### src/rtl/sent_rx_crc_check.sv
// SENT receive-side CRC checker.
// Recomputes the frame CRC bit-serially (one message bit per clock) from the
// data nibbles extracted by the RX frame decoder, using the same seeds and
// polynomials as the TX generator, and reports match/mismatch to RX control.
//   CRC4: seed 4'b0101,   P = x^4+x^3+x^2+1 (5'b11101)
//   CRC6: seed 6'b010101, P = x^6+x^4+x^3+1 (7'b1011001)
module sent_rx_crc_check (
  input  logic        clk_rx,
  input  logic        reset_rx_n,
  input  logic [2:0]  enable_crc_check,
  input  logic [23:0] data_check_crc,
  input  logic [5:0]  crc_received,
  output logic [5:0]  crc_calc,
  output logic        crc_check_done,
  output logic        crc_ok,
  output logic        crc_error,
  output logic [1:0]  crc_check_mode
);

  typedef enum logic [1:0] {
    ST_IDLE     = 2'd0,
    ST_SHIFT    = 2'd1,
    ST_CHECK    = 2'd2,
    ST_WAIT_LOW = 2'd3
  } state_t;

  localparam logic [5:0] SEED4 = 6'h05;
  localparam logic [5:0] SEED6 = 6'h15;
  localparam logic [5:0] POLY4 = 6'h0D;  // x^4 term implied by the feedback bit
  localparam logic [5:0] POLY6 = 6'h19;  // x^6 term implied by the feedback bit

  state_t      r_state;
  state_t      w_state_next;

  logic [2:0]  r_mode;
  logic [23:0] r_data;
  logic [5:0]  r_crc_rx;
  logic [5:0]  r_crc;
  logic [4:0]  r_cnt;

  logic        w_start;
  logic        w_start_valid;
  logic [23:0] w_data_aligned;
  logic [4:0]  w_cnt_init;
  logic [5:0]  w_seed;
  logic        w_crc6;
  logic        w_mode_valid;
  logic        w_fb;
  logic [5:0]  w_crc_next;
  logic [5:0]  w_calc;
  logic        w_match;
  logic [1:0]  w_mode_out;

  assign w_start       = (enable_crc_check != 3'b000);
  assign w_start_valid = w_start && (enable_crc_check <= 3'b101);

  // Left-align the used data bits so the shift always feeds bit 23; the zero
  // fill behind the data provides the augmentation zeros for free.
  always_comb begin
    w_data_aligned = '0;
    w_cnt_init     = '0;
    w_seed         = SEED4;
    case (enable_crc_check)
      3'b001: begin
        w_data_aligned = data_check_crc;
        w_cnt_init     = 5'd27;
      end
      3'b010: begin
        w_data_aligned = {data_check_crc[15:0], 8'h00};
        w_cnt_init     = 5'd19;
      end
      3'b011, 3'b100: begin
        w_data_aligned = {data_check_crc[11:0], 12'h000};
        w_cnt_init     = 5'd15;
      end
      3'b101: begin
        w_data_aligned = data_check_crc;
        w_cnt_init     = 5'd29;
        w_seed         = SEED6;
      end
      default: begin
        w_data_aligned = '0;
        w_cnt_init     = '0;
        w_seed         = '0;
      end
    endcase
  end

  assign w_crc6       = (r_mode == 3'b101);
  assign w_mode_valid = (r_mode != 3'b000) && (r_mode <= 3'b101);

  // One step of the division register: shift in the next message bit and
  // subtract the polynomial whenever the degree term falls out.
  always_comb begin
    w_fb       = w_crc6 ? r_crc[5] : r_crc[3];
    w_crc_next = '0;
    if (w_crc6) begin
      w_crc_next = {r_crc[4:0], r_data[23]} ^ (w_fb ? POLY6 : 6'h00);
    end else begin
      w_crc_next = {2'b00, r_crc[2:0], r_data[23]} ^ (w_fb ? POLY4 : 6'h00);
    end
  end

  // Result formatting and comparison for the CHECK cycle.
  always_comb begin
    w_calc     = '0;
    w_match    = 1'b0;
    w_mode_out = 2'b00;
    case (r_mode)
      3'b001, 3'b010, 3'b011: begin
        w_calc     = {2'b00, r_crc[3:0]};
        w_match    = (r_crc[3:0] == r_crc_rx[3:0]);
        w_mode_out = 2'b01;
      end
      3'b100: begin
        w_calc     = {2'b00, r_crc[3:0]};
        w_match    = (r_crc[3:0] == r_crc_rx[3:0]);
        w_mode_out = 2'b10;
      end
      3'b101: begin
        w_calc     = r_crc;
        w_match    = (r_crc == r_crc_rx);
        w_mode_out = 2'b11;
      end
      default: begin
        w_calc     = '0;
        w_match    = 1'b0;
        w_mode_out = 2'b00;
      end
    endcase
  end

  // FSM state register.
  always_ff @(posedge clk_rx or negedge reset_rx_n) begin
    if (!reset_rx_n) begin
      r_state <= ST_IDLE;
    end else begin
      r_state <= w_state_next;
    end
  end

  // FSM next-state logic; invalid modes skip straight to CHECK.
  always_comb begin
    w_state_next = r_state;
    case (r_state)
      ST_IDLE: begin
        if (w_start) begin
          w_state_next = w_start_valid ? ST_SHIFT : ST_CHECK;
        end
      end
      ST_SHIFT: begin
        if (r_cnt == 5'd0) begin
          w_state_next = ST_CHECK;
        end
      end
      ST_CHECK: begin
        w_state_next = ST_WAIT_LOW;
      end
      ST_WAIT_LOW: begin
        if (!w_start) begin
          w_state_next = ST_IDLE;
        end
      end
      default: begin
        w_state_next = ST_IDLE;
      end
    endcase
  end

  // Latch the job on start, then run the bit-serial division in SHIFT.
  always_ff @(posedge clk_rx or negedge reset_rx_n) begin
    if (!reset_rx_n) begin
      r_mode   <= '0;
      r_data   <= '0;
      r_crc_rx <= '0;
      r_crc    <= '0;
      r_cnt    <= '0;
    end else begin
      case (r_state)
        ST_IDLE: begin
          if (w_start) begin
            r_mode   <= enable_crc_check;
            r_data   <= w_data_aligned;
            r_crc_rx <= crc_received;
            r_crc    <= w_seed;
            r_cnt    <= w_cnt_init;
          end
        end
        ST_SHIFT: begin
          r_crc  <= w_crc_next;
          r_data <= {r_data[22:0], 1'b0};
          r_cnt  <= r_cnt - 5'd1;
        end
        default: begin
        end
      endcase
    end
  end

  // Result outputs update only in CHECK and hold otherwise; done is a pulse.
  always_ff @(posedge clk_rx or negedge reset_rx_n) begin
    if (!reset_rx_n) begin
      crc_calc       <= '0;
      crc_check_done <= 1'b0;
      crc_ok         <= 1'b0;
      crc_error      <= 1'b0;
      crc_check_mode <= '0;
    end else begin
      crc_check_done <= 1'b0;
      if (r_state == ST_CHECK) begin
        crc_calc       <= w_calc;
        crc_check_done <= 1'b1;
        crc_ok         <= w_mode_valid && w_match;
        crc_error      <= !(w_mode_valid && w_match);
        crc_check_mode <= w_mode_out;
      end
    end
  end

endmodule

### config.mk
export PLATFORM = sky130hd
export DESIGN_NAME = sent_rx_crc_check
export DESIGN_NICKNAME = d
export VERILOG_FILES = /design/src/rtl/sent_rx_crc_check.sv
export SDC_FILE = /design/constraint.sdc
export NUM_CORES = 1
export LEC_CHECK = 0
export CORE_MARGIN = 4
export CORE_UTILIZATION = 50
export DETAILED_ROUTE_END_ITERATION = 6
export PLACE_DENSITY_LB_ADDON = 0.2
export SLEW_MARGIN = 20
export SYNTH_ARGS = -nofsm -noshare
export SYNTH_HDL_FRONTEND = slang
export SYNTH_SLANG_ARGS = --single-unit
### constraint.sdc
create_clock -name clk_rx -period 4.6 [get_ports clk_rx]
set_clock_uncertainty 0.2 [all_clocks]
set_input_delay 1.15 -clock clk_rx [delete_from_list [all_inputs] [get_ports clk_rx]]
set_output_delay 1.15 -clock clk_rx [all_outputs]
set_load 0.01 [all_outputs]
==> flow_summary.toml, run 1 <==
[status]
status = "complete, no violations"

[synthesis]
yosysUniqueCellTypes = 48
synth_edf_count = 0
ys_ff_latch = 57
yosys_warnings = 0
synth_top_area_frac = 0.463
synth.avg_cell_area_um2 = 9.80
syn_area_um2 = 3080
syn-num-nets = 354
synthArstFlopShare = 1.00
ys.flop_type = "dfrtp_1"
synthCells = 314
yosysTopAreaCell = "dfrtp_1"
synthTopCellsByArea = "dfrtp_1, a22oi_1, o21ai_0, o22a_1, mux2i_1"
yosysSeqAreaShare = 0.463

[routing]
routed_wl_um = 7380
first_pass_iters = 7
vias = 2626
ant_nets = 0
via_per_inst = 6.14
drc = 0
drt-initial-drc-count = 177
wl_per_cell_um = 17.2

[timing]
period_share = 0.733
rsz0062_at_grt = "no"
hold-worst-slack_ns = 0.291
hold_viol_final = 0
fin_crit_ns = 3.37
drv_slew = 0
tightest_slew_ns = 1.01
setup-tns-final_ns = 0
setup_ws_ns = 1.23
setup_viol = 0
timing.fmax_ghz = 0.296
slew_headroom = 0.325

[final_layout]
stdcell_area_um2 = 3750
layout_common_cells = "dfrtp_1, clkdlybuf4s50_1, o21ai_0"
seq_area_um2 = 1430
fin_nets = 389
drive_gt1_frac = 0.0793
syn_to_final_growth_pct = 22.0
diodes = 0
fillers = 512
final_util = 0.630
final_common_cell = "dfrtp_1"
stdcell_count = 428
multi_input_area_um2 = 1450

[critical_path]
crit_required_ns = 4.63
crit_family = "buffers and inverters"
critPathKind = "primary input to flip-flop"
cp_max_fo = 18
cp_cell_sequence = "clkdlybuf4s50_1 > or4b_1 > o21ai_2 > buf_4 > a211oi_1 > a21o_1"
crit_path_start_kind = "primary input"
critPathBufInv = 2
end_kind = "flip-flop"
critPathSlowestCell = "or4b_1"
max_stage_delay_ns = 0.71
crit_arrival_ns = 3.40

[global_route]
grt-ovfl-total = 0
grt_start_max_net_pins = 33
antenna_found_initial = 0
grt_usage = 0.212
grt_pass1_vias = 2556
grt_pass1_wl_um = 12500

[power]
power.density_nw_per_um2 = 627
irDropWorstVdd_v = 0.000288
p_int_mw = 1.47
leakagePower_nw = 1.63
clock_power_share = 0.230
power_switching_uw = 882
p_sw_frac = 0.375
combPwrFrac = 0.390
finalPower_mw = 2.35
seqPwrFrac = 0.380

[place]
post-place-ws_ns = 0.895
portBuffers = 45
dp.final_hpwl_um = 5140
globalplace.congestion = 0.795
post-place-cells = 413
dpl_cell_area_um2 = 3530

[die]
die-area_um2 = 7480
die_w_um = 86.5
start_util = 0.517
die_h_um = 86.5
rows = 28
io_pins = 46
coreArea_um2 = 5960

[clock_tree]
clk_path_buf_depth = 2
hold_buffers = 0
cts_tree = "done"
post_cts_buffers = 0
root_buffer = "clkbuf_8"
clk_pin_slew_ns = 0.07
numCtsBuffers = 9
clock-sinks = 57
post_cts_resized = 0
htree_num_levels = 3
worstSkewPairLatency_ns = 0.34

[flow_run]
maxCapViolCount = 0

[worst_hold_path]
worstHoldPathType = "flip-flop to flip-flop"
synthesized netlist by cell type, types with 3 or more instances:
library cell,instances
a21boi_0,4
a21oi_1,6
a222oi_1,7
a22o_1,4
a22oi_1,28
a31oi_1,5
buf_2,6
clkbuf_1,14
dfrtp_1,57
ha_1,5
inv_1,22
mux2_2,6
mux2i_1,10
nand2_1,20
nand2b_1,3
nand3_1,4
nor2_1,13
nor3_1,4
o2111ai_1,3
o21ai_0,35
o22a_1,12
xor2_1,7
logic make-up after synthesis:
group | share of synthesized area
compound gates | 0.274
xor+xnor | 0.0228
fa+ha+maj | 0.0203
buf+inv | 0.0659
flops | 0.463
mux | 0.0545
simple gates | 0.0992
sequential cells by signal, summed over array words and instances, names as in the netlist:
| signal | count |
|---|---|
| crc_calc | 6 |
| crc_check_done | 1 |
| crc_check_mode | 2 |
| crc_error | 1 |
| crc_ok | 1 |
| r_cnt | 5 |
| r_crc | 6 |
| r_crc_rx | 6 |
| r_data | 24 |
| r_mode | 3 |
| r_state | 2 |
area by class of cell:
| class | count | area share |
|---|---|---|
| Tap cell | 75 | 0.0250 |
| Clock inverter | 4 | 0.0203 |
| Timing Repair Buffer | 49 | 0.127 |
| Clock buffer | 11 | 0.0403 |
| Sequential cell | 57 | 0.380 |
| Multi-Input combinational cell | 210 | 0.386 |
| Inverter | 22 | 0.0220 |
power groups by stage:
stage / Sequential, mW / Combinational (mW) / Clock (mW)
after global routing: 0.924 / 1.03 / 0.569
after detailed placement: 0.898 / 0.919 / 0
final: 0.895 / 0.919 / 0.541
after floorplan: 0.863 / 0.693 / 0
after global placement: 0.891 / 0.889 / 0
after CTS: 0.892 / 0.922 / 0.545
path summary, 6_finish.rpt:
path,from,cells past startpoint,end,slack [ns]
worst max-delay path,enable_crc_check[2],6,r_cnt[0]$_DFFE_PN0P_,1.23
worst min-delay path,crc_error$_DFFE_PN0P_,1,crc_error$_DFFE_PN0P_,0.29
worst max register to register,r_state[1]$_DFFE_PN0P_,7,r_cnt[0]$_DFFE_PN0P_,1.67
worst min register to register,crc_error$_DFFE_PN0P_,1,crc_error$_DFFE_PN0P_,0.29
max in group asynchronous,reset_rx_n,2,r_data[13]$_DFFE_PN0P_,2.72
min in group asynchronous,reset_rx_n,1,r_state[1]$_DFFE_PN0P_,0.64
per-layer routing:
| layer | routed length [µm] | share of wire | up-vias | GRT usage |
|---|---|---|---|---|
| met3 | 379 | 0.051 | 11 | 0.0352 |
| met5 | 0 | 0 | - | 0 |
| met2 | 3500 | 0.47 | 85 | 0.327 |
| li1 | - | - | 1232 | - |
| met1 | 3360 | 0.46 | 1298 | 0.300 |
| met4 | 136 | 0.018 | 0 | 0.0836 |
No activity file was read; power rests on OpenSTA's default activity.
==> run 2, diff against run 1 <==
- CORE_UTILIZATION: 50 -> 49
- clock period: 4.6 -> 2.92 ns (I/O delays scaled with it)
==> run 2 against run 1 <==
  * Routed wire length about the same
  * Global-route usage shrank 0.47 points
  * Non-clock buffer count is 10 higher
  * Flip-flop and latch count is the same
  * Register-to-register slack worse by 0.99 ns
  * Sequential share of layout area down 0.54 points
  * Hold slack lost 0.010 ns
  * First-iteration DRC count shrank 25%
  * Design area is 1.4% higher
  * Die area increased by 1.8%
  * Final cell count rose by 2.6%
  * Clock power rose by 41%
  * Largest cell class unchanged
  * Highest routed layer unchanged
==> flow_summary.toml, run 2 (synthesis results as in run 1) <==
[global_route]
grt_pass1_wl_um = 12300
antenna_found_initial = 0
grt_usage = 0.208
grt-ovfl-total = 0
grt_start_max_net_pins = 58
grt_pass1_vias = 2526

[worst_hold_path]
worstHoldPathType = "flip-flop to flip-flop"

[timing]
setup_viol = 0
rsz0062_at_grt = "no"
setup-tns-final_ns = 0
hold_viol_final = 0
tightest_slew_ns = 0.994
period_share = 0.880
drv_slew = 0
fin_crit_ns = 2.57
slew_headroom = 0.336
timing.fmax_ghz = 0.389

[die]
die_w_um = 87.3
die_h_um = 87.3
rows = 28
coreArea_um2 = 5990
die-area_um2 = 7610
start_util = 0.514
io_pins = 46

[clock_tree]
post_cts_buffers = 0
hold_buffers = 0
htree_num_levels = 3
cts_tree = "done"
root_buffer = "clkbuf_8"
clock-sinks = 57
clk_pin_slew_ns = 0.07
worstSkewPairLatency_ns = 0.34
clk_path_buf_depth = 2
post_cts_resized = 0
numCtsBuffers = 9

[place]
globalplace.congestion = 0.873
dp.final_hpwl_um = 5190
post-place-cells = 423
portBuffers = 45

[power]
irDropWorstVdd_v = 0.000533
power.density_nw_per_um2 = 966
leakagePower_nw = 1.67

[critical_path]
crit_required_ns = 2.97
end_kind = "flip-flop"
crit_path_start_kind = "primary input"
cp_max_fo = 13
critPathKind = "primary input to flip-flop"
crit_arrival_ns = 2.62

[final_layout]
stdcell_count = 439
layout_common_cells = "dfrtp_1, clkdlybuf4s50_1, o21ai_0"
final_common_cell = "dfrtp_1"
fin_nets = 399
largest_reg_flops = 24
top_register = "r_data"
diodes = 0
syn_to_final_growth_pct = 23.7
drive_gt1_frac = 0.104

[routing]
routed_wl_um = 7380
vias = 2600
drt-initial-drc-count = 133
wl_per_cell_um = 16.8
drc = 0
ant_nets = 0
via_per_inst = 5.92
first_pass_iters = 5

[status]
status = "complete, no violations"

[flow_run]
maxCapViolCount = 0
-- run 2: cell types whose count changed in the layout (fill, tap and decap cells not counted) --
cell | previous run | this run
bufinv_16 | 2 | 1
clkinv_2 | 0 | 1
buf_4 | 4 | 14
clkbuf_1 | 0 | 1
-- run 2: metal layers --
metal	GRT usage	wire length, µm	vias up
li1	-	-	1252
met1	0.274	3330	1268
met2	0.318	3520	70
met3	0.0454	421	10
met4	0.112	112	0
met5	0	0	-
-- run 2: worst max-delay path, stage by stage --
cell and delay (ns):
clkdlybuf4s50_1 0.50, nor2b_1 0.80, a22oi_1 0.19, o22a_1 0.24, o21ai_0 0.16
-- run 2: layout make-up --
| class | count | area (µm²) |
|---|---|---|
| Timing Repair Buffer | 59 | 551 |
| Inverter | 22 | 82.6 |
| Tap cell | 75 | 93.8 |
| Sequential cell | 57 | 1430 |
| Clock inverter | 4 | 51.3 |
| Clock buffer | 12 | 155 |
| Fill cell | 496 | 2180 |
| Multi-Input combinational cell | 210 | 1450 |
-- run 2: worst paths after layout --
path                                   startpoint                      to  slack, ns  cells after the start
max reg2reg                r_state[0]$_DFFE_PN0P_  r_data[17]$_DFFE_PN0P_       0.68                      7
min reg2reg                 crc_error$_DFFE_PN0P_   crc_error$_DFFE_PN0P_       0.28                      1
max                           enable_crc_check[2]  r_data[16]$_DFFE_PN0P_       0.35                      5
min in group asynchronous              reset_rx_n  r_state[1]$_DFFE_PN0P_       0.33                      2
max in group asynchronous              reset_rx_n  r_data[21]$_DFFE_PN0P_       1.73                      2
min                         crc_error$_DFFE_PN0P_   crc_error$_DFFE_PN0P_       0.28                      1
-- run 2: power breakdown --
group,switching [mW],internal [mW]
Clock,0.320,0.441
Sequential,0.270,1.14
Combinational,0.801,0.711
Total,1.39,2.29
-- run 2: through the flow --
step                 util  power, mW  area [µm²]  worst slack (ns)  hold WS (ns)
floorplan               -       2.45        3080             0.501         0.234
global placement    0.601       2.88        3600            0.0814         0.260
detailed placement  0.601       2.94        3600            0.0114         0.271
CTS                 0.636       3.70        3810             0.356         0.287
global route        0.636       3.96        3810             0.141         0.316
finish              0.636       3.68        3810             0.350         0.280
==> run 3, diff against run 2 <==
- CORE_UTILIZATION: 49 -> 30
- SLEW_MARGIN: 20 -> 15
==> run 3 against run 2 <==
  * Non-clock buffer count increased by 2
  * Critical path depth unchanged
  * Register-to-register slack about the same
  * Core utilization decreased by 24 points
  * Global-route usage decreased by 6.5 points
  * Flip-flop and latch count unchanged
  * Via count decreased by 1.8%
  * Hold slack got worse by 0.041 ns
  * Critical endpoint is now r_data[5]$_DFFE_PN0P_
==> flow_summary.toml, run 3 (synthesis results as in run 1) <==
[global_route]
grt_pass1_wl_um = 13400
grt-ovfl-total = 0
grt_pass1_vias = 2682
antenna_found_initial = 0
grt_start_max_net_pins = 32
grt_usage = 0.142

[die]
die_h_um = 109
die-area_um2 = 11900
coreArea_um2 = 9860
start_util = 0.312
die_w_um = 109
io_pins = 46
rows = 36

[clock_tree]
worstSkewPairLatency_ns = 0.34
post_cts_buffers = 0
htree_num_levels = 3
clk_pin_slew_ns = 0.07
cts_tree = "done"
hold_buffers = 0
clk_path_buf_depth = 2
clock-sinks = 57
numCtsBuffers = 9
post_cts_resized = 0
root_buffer = "clkbuf_8"

[place]
post-place-ws_ns = 0.104
dp.final_hpwl_um = 5680
post-place-cells = 483
globalplace.congestion = 0.794
portBuffers = 45

[critical_path]
cp_cell_sequence = "clkdlybuf4s50_1 > or4b_1 > and2_4 > a222oi_1 > inv_1"
crit_path_start_kind = "primary input"
critPathSlowestCell = "or4b_1"
critPathKind = "primary input to flip-flop"
end_kind = "flip-flop"
crit_arrival_ns = 2.48
critPathBufInv = 2
crit_required_ns = 2.94
crit_family = "simple AND/OR/NAND/NOR gates"
max_stage_delay_ns = 0.60
cp_max_fo = 25

[timing]
setup_viol = 0
drv_slew = 0
timing.fmax_ghz = 0.407
slew_headroom = 0.533
period_share = 0.842
tightest_slew_ns = 0.701
setup-tns-final_ns = 0
fin_crit_ns = 2.46
rsz0062_at_grt = "no"
hold_viol_final = 0
setup_ws_ns = 0.460

[final_layout]
drive_gt1_frac = 0.112
syn_to_final_growth_pct = 27.0
fin_nets = 401
final_util = 0.396
layout_common_cells = "dfrtp_1, clkdlybuf4s50_1, o21ai_0"
top_register = "r_data"
seq_area_um2 = 1430
final_common_cell = "dfrtp_1"
fillers = 999
largest_reg_flops = 24
diodes = 0
multi_input_area_um2 = 1450
stdcell_count = 499

[worst_hold_path]
worstHoldPathType = "primary input to async pin"

[routing]
first_pass_iters = 5
wl_per_cell_um = 15.6
via_per_inst = 5.11
routed_wl_um = 7810
vias = 2552
ant_nets = 0
drt-initial-drc-count = 118
drc = 0

[flow_run]
maxCapViolCount = 0

[power]
leakagePower_nw = 1.69
irDropWorstVdd_v = 0.000365
power.density_nw_per_um2 = 942

[status]
status = "complete, no violations"
==> run 3: cell types whose count changed in the layout (fill, tap and decap cells not counted) <==
cell | before | now
clkinv_2 | 1 | 4
buf_12 | 0 | 2
clkbuf_1 | 1 | 0
clkbuf_8 | 11 | 10
clkinv_4 | 1 | 0
==> run 3: area by class of cell <==
| class | count | area share |
|---|---|---|
| Clock buffer | 10 | 0.0352 |
| Clock inverter | 6 | 0.0147 |
| Inverter | 22 | 0.0211 |
| Multi-Input combinational cell | 210 | 0.371 |
| Sequential cell | 57 | 0.365 |
| Tap cell | 133 | 0.0426 |
| Timing Repair Buffer | 61 | 0.151 |
==> run 3: power by group <==
part,switching (mW),internal [mW],total (mW)
Sequential,0.266,1.14,1.40
Clock,0.320,0.411,0.730
Combinational,0.805,0.743,1.55
==> run 3: path summary, 6_finish.rpt <==
check                      depth (start not counted)  slack [ns]                    from                      end
min                                                1        0.24              reset_rx_n  crc_calc[4]$_DFFE_PN0P_
max                                                5        0.46     enable_crc_check[0]    r_data[5]$_DFFE_PN0P_
max reg2reg                                        6        0.69  r_state[0]$_DFFE_PN0P_    r_data[5]$_DFFE_PN0P_
min reg2reg                                        1        0.28   crc_error$_DFFE_PN0P_    crc_error$_DFFE_PN0P_
min in group clk_rx                                1        0.28   crc_error$_DFFE_PN0P_    crc_error$_DFFE_PN0P_
max in group asynchronous                          2        1.60              reset_rx_n   r_data[14]$_DFFE_PN0P_
==> run 3: per-layer routing <==
metal	share of wire	wire length [µm]	vias to the layer above	GRT usage
met3	0.045	354	6	0.0470
li1	-	-	1258	-
met1	0.49	3810	1232	0.191
met4	0.011	87	0	0.0338
met2	0.45	3550	56	0.223
met5	0	0	-	0
==> run 3: worst reg2reg max path, delay by kind of cell (launching register included) <==
kind,cells,cell delay (ns)
and+or+nand+nor,2,0.82
buffers and inverters,2,0.18
AOI/OAI and AO/OA,1,0.32
DFF,1,0.40
adders and majority gates,1,0.20
==> run 3: metrics by stage <==
stage | hold WS, ns | total power [mW] | area (µm²)
4_1_cts | 0.233 | 3.73 | 3910
3_3_place_gp | 0.268 | 2.95 | 3710
2_1_floorplan | 0.234 | 2.45 | 3080
6_report | 0.239 | 3.68 | 3910
5_1_grt | 0.279 | 4.00 | 3910
3_5_place_dp | 0.271 | 2.98 | 3710
